--- src/rtl/cfg_master.sv ---
// Config write initiator: turns 4-byte UART command packets into one
// config write each and returns an ACK/NAK status byte.
module cfg_master #(
  parameter int          WIDTH_CONFIG_ADDR = 4,
  parameter int          WIDTH_CONFIG_DATA = 16,
  parameter int          TIMEOUT_CYCLES    = 1023,
  parameter logic [7:0]  SYNC_BYTE         = 8'hA5
) (
  input  logic                         clk,
  input  logic                         rst,
  input  logic [7:0]                   rx_data,
  input  logic                         rx_valid,
  output logic [WIDTH_CONFIG_ADDR-1:0] c_addr,
  output logic [WIDTH_CONFIG_DATA-1:0] c_data,
  output logic                         c_valid,
  input  logic                         c_ready,
  output logic [7:0]                   tx_data,
  output logic                         tx_valid,
  input  logic                         tx_ready,
  output logic                         busy
);

  localparam int WA = WIDTH_CONFIG_ADDR;
  localparam int WD = WIDTH_CONFIG_DATA;
  localparam int TW = (TIMEOUT_CYCLES > 1) ? $clog2(TIMEOUT_CYCLES) : 1;
  localparam logic [TW-1:0] TLAST = TW'(TIMEOUT_CYCLES - 1);
  localparam logic [7:0] ACK = 8'h06;
  localparam logic [7:0] NAK = 8'h15;

  typedef enum logic [2:0] {
    S_IDLE,
    S_ADDR,
    S_DHI,
    S_DLO,
    S_REQ,
    S_RESP
  } state_t;

  state_t        r_state, w_state;
  logic [WA-1:0] r_addr_sh, w_addr_sh;
  logic [7:0]    r_dhi, w_dhi;
  logic [WA-1:0] r_addr, w_addr;
  logic [WD-1:0] r_data, w_data;
  logic          r_cvalid, w_cvalid;
  logic          r_txvalid, w_txvalid;
  logic [7:0]    r_txdata, w_txdata;
  logic          r_busy, w_busy;
  logic [TW-1:0] r_timer, w_timer;
  logic [15:0]   w_word;

  assign w_word = {r_dhi, rx_data};

  always_ff @(posedge clk) begin
    if (rst) begin
      r_state   <= S_IDLE;
      r_addr_sh <= '0;
      r_dhi     <= '0;
      r_addr    <= '0;
      r_data    <= '0;
      r_cvalid  <= 1'b0;
      r_txvalid <= 1'b0;
      r_txdata  <= '0;
      r_busy    <= 1'b0;
      r_timer   <= '0;
    end else begin
      r_state   <= w_state;
      r_addr_sh <= w_addr_sh;
      r_dhi     <= w_dhi;
      r_addr    <= w_addr;
      r_data    <= w_data;
      r_cvalid  <= w_cvalid;
      r_txvalid <= w_txvalid;
      r_txdata  <= w_txdata;
      r_busy    <= w_busy;
      r_timer   <= w_timer;
    end
  end

  always_comb begin
    w_state   = r_state;
    w_addr_sh = r_addr_sh;
    w_dhi     = r_dhi;
    w_addr    = r_addr;
    w_data    = r_data;
    w_cvalid  = r_cvalid;
    w_txvalid = r_txvalid;
    w_txdata  = r_txdata;
    w_timer   = r_timer;
    unique case (r_state)
      S_IDLE: begin
        if (rx_valid && rx_data == SYNC_BYTE)
          w_state = S_ADDR;
      end
      S_ADDR: begin
        if (rx_valid) begin
          w_addr_sh = rx_data[WA-1:0];
          w_state   = S_DHI;
        end
      end
      S_DHI: begin
        if (rx_valid) begin
          w_dhi   = rx_data;
          w_state = S_DLO;
        end
      end
      S_DLO: begin
        // Outputs only change here so they stay put between writes
        if (rx_valid) begin
          w_addr   = r_addr_sh;
          w_data   = w_word[WD-1:0];
          w_cvalid = 1'b1;
          w_timer  = '0;
          w_state  = S_REQ;
        end
      end
      S_REQ: begin
        if (c_ready) begin
          w_cvalid  = 1'b0;
          w_txdata  = ACK;
          w_txvalid = 1'b1;
          w_state   = S_RESP;
        end else if (r_timer == TLAST) begin
          w_cvalid  = 1'b0;
          w_txdata  = NAK;
          w_txvalid = 1'b1;
          w_state   = S_RESP;
        end else begin
          w_timer = r_timer + 1'b1;
        end
      end
      S_RESP: begin
        if (tx_ready) begin
          w_txvalid = 1'b0;
          w_state   = S_IDLE;
        end
      end
      default: w_state = S_IDLE;
    endcase
    w_busy = (w_state == S_REQ) || (w_state == S_RESP);
  end

  assign c_addr   = r_addr;
  assign c_data   = r_data;
  assign c_valid  = r_cvalid;
  assign tx_data  = r_txdata;
  assign tx_valid = r_txvalid;
  assign busy     = r_busy;

endmodule

--- config.mk ---
export PLATFORM = sky130hd
export DESIGN_NAME = cfg_master
export DESIGN_NICKNAME = d
export VERILOG_FILES = /design/src/rtl/cfg_master.sv
export SDC_FILE = /design/constraint.sdc
export NUM_CORES = 1
export LEC_CHECK = 0
export CAP_MARGIN = 10
export CORE_ASPECT_RATIO = 0.75
export CORE_MARGIN = 4
export CORE_UTILIZATION = 35
export CTS_BUF_LIST = sky130_fd_sc_hd__clkbuf_4
export DETAILED_ROUTE_END_ITERATION = 8
export SKIP_CTS_REPAIR_TIMING = 1
export SYNTH_ARGS = -nofsm -noshare
export SYNTH_HDL_FRONTEND = slang
export SYNTH_SLANG_ARGS = --single-unit
--- constraint.sdc ---
create_clock -name clk -period 3.7 [get_ports clk]
set_input_delay 0.37 -clock clk [delete_from_list [all_inputs] [get_ports clk]]
set_output_delay 0.37 -clock clk [all_outputs]
set_load 0.02 [all_outputs]
==> flow_metrics.tcl, run 1 <==
set metrics [dict create \
    worst_setup_path_start_kind "register" \
    core_area_mm2 0.00592 \
    grt_usage_pct 12.3 \
    n_antenna_cell 0 \
    maxSlewHeadroom_pct 45.6 \
    netlist_top_cells_count "dfxtp_1, nand2_1, a21oi_1" \
    crit_path_max_fanout 22 \
    die_h_um 76.3 \
    root_buffer "clkbuf_4" \
    cts_htree_levels 2 \
    yosysMostFrequentCell "dfxtp_1" \
    clock_latency_ns 0.36 \
    fin_tns_setup_ns 0 \
    area_growth_pct 22.3 \
    yosys.area_share.simple_pct 25.8 \
    io_buffer_count 39 \
    postSynthAreaPerCell_um2 8.99 \
    fmax_mhz 444 \
    ant_nets 0 \
    status "completed" \
    grt_start_max_net_pins 45 \
    rows 24 \
    gp_congestion 0.790 \
    hold_violations 0 \
    holdCritPathClass "reg -> reg" \
    criticalPathCategory "reg -> reg" \
    power.clock.fraction_pct 34.7 \
    syn_inst 242 \
    swShare_pct 21.6 \
    hold_start "tx_data[2]$_SDFFE_PP0P_" \
    worstSetupEndpointType "register" \
    synth_top_cell_by_area "dfxtp_1" \
    dp_cells 344 \
    start_util_pct 36.8 \
    wl_per_cell_um 13.1 \
    worst_pin_slew_ns 0.805 \
    worstPathRequired_ns 3.99 \
    p_per_area_mw_per_mm2 337 \
    synth_fa_ha_area_share_pct 1.15 \
    cp.arrival_ns 2.54 \
    slowest_stage "nand4b_2" \
    p_leak_uw 0.000890 \
    cpLargestDelayFamily "simple AND/OR/NAND/NOR gates" \
    synth_mux_area_share_pct 5.52 \
    ys_seq_area_share_pct 47.0 \
    hpwlAfterDp_um 3240 \
    p_sw_uw 193 \
    fin_nets 288 \
    finalWirelength_um 4590 \
    startpoint "r_state[1]$_SDFF_PP0_" \
    avgViaCountPerCell 4.79 \
    power_frac_comb_pct 4.0 \
    slew_viol_final 0 \
    grt_pass1_vias 1508 \
    drive_above_1_share_pct 7.69 \
    intPower_uw 703 \
    max_cap_viol_count 0 \
    min_period_ns 2.25 \
    synthArstFlopShare_pct 0 \
    die_x_um 99.0 \
    drt_iter0_markers 47 \
    yosysTopAreaCellShare_pct 47.0 \
    syn_area_mm2 0.00217 \
    die_area_mm2 0.00755 \
    path_buf_inv 0 \
    setup_viol 0 \
    clock-skew-final_ns 0.00857 \
    cts_buffer_depth 2 \
    grt_overflow_total 0 \
    drt_first_pass_iters 4 \
    yosys_register_bits 51 \
    post-route-util_pct 44.9 \
    cpPeakStageDelay_ns 0.61 \
    ios 44 \
    synth_top_family_by_area "simple AND/OR/NAND/NOR gates" \
    drc 0 \
    power.total_uw 896 \
    cts_sinks 51 \
    peakVddDrop_mv 0.137 \
    path_clk_slew_ns 0.14 \
    synth-edff-count 0 \
    via_count 1682 \
    grt_pass1_wl_um 7470 \
    synth_compound_area_share_pct 13.0 \
    stdcell_count 351 \
    yosysWarnings 0 \
    synth_xor_area_share_pct 1.21 \
    synth_ff_type "dfxtp_1" \
    seqPwrFrac_pct 61.3 \
    synth_area_leaders "dfxtp_1, nand2_1, a21oi_1" \
    numCtsBuffers 5 \
    cts_tree "built" \
    antenna_found_initial 0 \
    fin_crit_sh_pct 60.9 \
    crit_chain "nand4b_2 > o21ai_4 > nand3_4 > or3_1 > a21oi_1" \
    synth_cell_types 44 \
    rsz0062_at_grt "no" \
    r2r_start "r_state[1]$_SDFF_PP0_" \
]
[metal layers]
| metal | part of all wire, % | track usage [%] | up-vias | wire length, µm |
|---|---|---|---|---|
| li1 | - | - | 890 | - |
| met1 | 54 | 18.0 | 764 | 2500 |
| met2 | 41 | 17.4 | 23 | 1870 |
| met3 | 3.6 | 3.11 | 5 | 167 |
| met4 | 1.3 | 4.09 | 0 | 60 |
| met5 | 0 | 0 | - | 0 |
[layout by cell type (no fill, tap or decap), types with 2 or more instances in the layout]
cell type        count
o21ai_0              5
xor2_1               3
nor2b_1              3
a211oi_1             2
clkdlybuf4s50_1     39
nand2_1             45
nor3_1               2
a221oi_1             2
clkbuf_4             5
or3_1                5
nand4_1              4
nor2_1              22
inv_1                6
ha_1                 2
nor4bb_1             2
nand3_1              2
dfxtp_1             51
conb_1               4
buf_4                2
a21oi_1             29
and4_1               3
mux2i_1             12
[metrics by stage]
stage / hold WS, ns / cell area, µm² / worst slack, ns
after floorplan: 0.431 / 2190 / 2.09
after global placement: 0.434 / 2580 / 1.11
after detailed placement: 0.439 / 2580 / 1.06
after CTS: 0.460 / 2660 / 1.41
after global routing: 0.479 / 2660 / 1.21
final: 0.454 / 2660 / 1.45
[logic make-up (layout without fill, tap and decap cells)]
logic type	count (synthesis)	after routing
AOI/OAI and AO/OA	45	45
xor gates and xnor gates	3	3
adders and majority gates	2	2
buffers and inverters	26	54
DFF	51	51
muxes	12	12
other	1	4
and+or+nand+nor	102	102
[registers in the layout, indices dropped and copies added (netlist names)]
| signal | count |
|---|---|
| r_dhi | 8 |
| c_addr | 4 |
| tx_valid | 1 |
| c_valid | 1 |
| tx_data | 3 |
| busy | 1 |
| r_addr_sh | 4 |
| r_state | 3 |
| r_timer | 10 |
| c_data | 16 |
[final cells by class]
| cell class | instances | area [µm²] |
|---|---|---|
| sequential | 51 | 1020 |
| tap | 78 | 97.6 |
| timing repair buffer | 41 | 405 |
| inverter | 6 | 22.5 |
| fill | 588 | 3260 |
| clock inverter | 2 | 37.5 |
| multi-input combinational | 168 | 1040 |
| clock buffer | 5 | 37.5 |
[power groups by stage]
stage	Combinational (µW)	Sequential (µW)	Clock, µW
after floorplan	18.1	561	0
after global placement	36.4	561	0
after detailed placement	36.0	561	0
after CTS	36.0	550	321
after global routing	38.6	550	340
final	35.9	550	311
[path summary, 6_finish.rpt]
path	cells past startpoint	end	slack [ns]
hold / removal	2	tx_data[2]$_SDFFE_PP0P_	0.45
setup reg to reg	5	r_timer[5]$_SDFFE_PP0P_	1.45
hold reg to reg	2	tx_data[2]$_SDFFE_PP0P_	0.45
setup / recovery	5	r_timer[5]$_SDFFE_PP0P_	1.45
[tightest hold or removal path, cell delays in order (launching register included)]
cell     delay (ns)
dfxtp_1        0.33
inv_1          0.05
a21oi_1        0.05
Note: power is estimated with default switching activity, not from simulation.
==> run 2: changes to the inputs <==
clock period = 1.9 ns   (was 3.7 ns; I/O delays follow)
==> run 2 against run 1 <==
Compared with the run above:
- sequential cell count is the same
- global-route usage grew 0.56 points
- sequential power grew 95%
- cell count grew 2.8%
- combinational power grew 120%
- clock power grew 58%
- register-to-register slack lost 1.3 ns
- critical path depth is the same
- clock skew grew 0.0046 ns
- fmax grew 27%
- setup slack lost 1.3 ns
- design area grew 2.4%
- critical endpoint is now r_timer[3]$_SDFFE_PP0P_
- largest power group unchanged
==> flow_metrics.tcl, run 2 (synthesis results as in run 1) <==
set metrics [dict create \
    final_common_cell "dfxtp_1" \
    ios 44 \
    p_leak_uw 0.000927 \
    finalWirelength_um 4780 \
    clock-skew-final_ns 0.0132 \
    largest_register_ffs 16 \
    core_area_mm2 0.00592 \
    groute.layer.met2.usage_pct 18.3 \
    hold_start "r_dhi[7]$_SDFFE_PP0P_" \
    p_per_area_mw_per_mm2 603 \
    drc 0 \
    start_util_pct 36.8 \
    path_depth 5 \
    swShare_pct 24.0 \
    power_frac_comb_pct 4.8 \
    ant_nets 0 \
    cts_htree_levels 2 \
    finalWorstSetupSlack_ns 0.127 \
    intPower_uw 1250 \
    avgViaCountPerCell 4.84 \
    cts_tree "built" \
    die_h_um 76.3 \
    final_cell_mix "dfxtp_1, nand2_1, clkdlybuf4s50_1" \
    gp_congestion 0.823 \
    status "completed" \
    rows 24 \
    fin_crit_sh_pct 93.3 \
    setup_viol 0 \
    critPathCapture "r_timer[3]$_SDFFE_PP0P_" \
    startpoint "r_state[0]$_SDFF_PP0_" \
    cpPeakStageDelay_ns 0.60 \
    post-route-util_pct 46.0 \
    grt_pass1_wl_um 7940 \
    fmax_mhz 564 \
    worstSetupEndpointType "register" \
    clock_latency_ns 0.37 \
    fin_nets 297 \
    post-place-ws_ns 0.0321 \
    criticalPathCategory "reg -> reg" \
    cts_buffer_depth 2 \
    peakVddDrop_mv 0.193 \
    r2r_end "r_timer[3]$_SDFFE_PP0P_" \
    fin_tns_setup_ns 0 \
    worst_setup_path_start_kind "register" \
    finalInstanceArea_mm2 0.00272 \
    slowest_stage "dfxtp_1" \
    slew_viol_final 0 \
    worst_pin_slew_ns 0.553 \
    drive_above_1_share_pct 11.3 \
    grt_overflow_total 0 \
    holdCritPathClass "reg -> reg" \
    numCtsBuffers 5 \
    via_count 1749 \
    cp.arrival_ns 2.07 \
    cpLargestDelayFamily "simple AND/OR/NAND/NOR gates" \
    maxSlewHeadroom_pct 62.5 \
    grt_pass1_vias 1573 \
    max_cap_viol_count 0 \
    seqPwrFrac_pct 65.2 \
    io_buffer_count 39 \
    power.clock.fraction_pct 29.9 \
    hold_violations 0 \
    r2r_start "r_state[0]$_SDFF_PP0_" \
    crit_chain "and2_4 > o32a_4 > nand3_4 > or3_1 > a21oi_1" \
    die_x_um 99.0 \
    grt_start_max_net_pins 44 \
    grt.met1_usage_pct 18.8 \
    cts_sinks 51 \
    min_period_ns 1.77 \
    timing.hold.ws_ns 0.456 \
    die_area_mm2 0.00755 \
    rsz0062_at_grt "no" \
    drt_first_pass_iters 4 \
    path_clk_slew_ns 0.15 \
    root_buffer "clkbuf_4" \
    wl_per_cell_um 13.2 \
    n_antenna_cell 0 \
    drt_iter0_markers 75 \
    met3_usage_pct 3.20 \
    dpl_cell_area_mm2 0.00266 \
    grt_usage_pct 12.8 \
    area_growth_pct 25.2 \
    r2r_setup_slack_ns 0.13 \
    antenna_found_initial 0 \
    hpwlAfterDp_um 3450 \
    crit_path_max_fanout 10 \
    worstPathRequired_ns 2.20 \
    p_sw_uw 393 \
    reg2regPathDepth 5 \
    busiest_layer "met1" \
    path_buf_inv 0 \
]
==> run 2: changes by cell type in the layout (fill, tap and decap cells not counted) <==
cell        change
o311ai_1        +1
buf_12          +1
o311ai_0        -1
clkinv_2        +1
bufinv_16       -1
clkinvlp_4      +1
dfxtp_1         -1
buf_4           +8
dfxtp_2         +1
==> run 2: layout make-up <==
type,instances,area [µm²]
Clock buffer,5,37.5
Inverter,6,22.5
Multi-Input combinational cell,168,1040
Sequential cell,51,1020
Timing Repair Buffer,50,485
Fill cell,585,3190
Clock inverter,3,20.0
Tap cell,78,97.6
==> run 2: how the worst min path moves through the flow <==
stage	end	slack, ns	depth (start not counted)
final	c_data[15]$_SDFFE_PP0P_	0.46	2
after global routing	c_data[5]$_SDFFE_PP0P_	0.47	3
after CTS	c_data[14]$_SDFFE_PP0P_	0.46	2
after detailed placement	tx_data[2]$_SDFFE_PP0P_	0.44	2
after global placement	tx_data[2]$_SDFFE_PP0P_	0.43	2
after floorplan	tx_data[0]$_SDFFE_PP0P_	0.30	1
==> run 2: per-layer routing <==
layer / vias to the layer above / wire, µm
met2: 37 / 2010
met1: 808 / 2480
met3: 5 / 235
met5: - / 0
met4: 0 / 52
li1: 899 / -
==> run 2: tightest hold or removal path: stages, from the launching register on <==
cell and delay (ns):
dfxtp_1 0.33, nand2_1 0.06, a21oi_1 0.05
==> run 2: per-stage QoR <==
step           power (µW)  std cells
2_1_floorplan        1130        245
3_3_place_gp         1170        353
3_5_place_dp         1170        353
4_1_cts              1660        361
5_1_grt              1700        361
6_report             1640        361
==> run 2: power by group through the flow <==
stage	logic [µW]	registers (µW)	clock network [µW]
2_1_floorplan	35.2	1090	0
3_3_place_gp	79.3	1090	0
3_5_place_dp	79.0	1090	0
4_1_cts	79.2	1070	512
5_1_grt	85.4	1070	546
6_report	79.2	1070	491
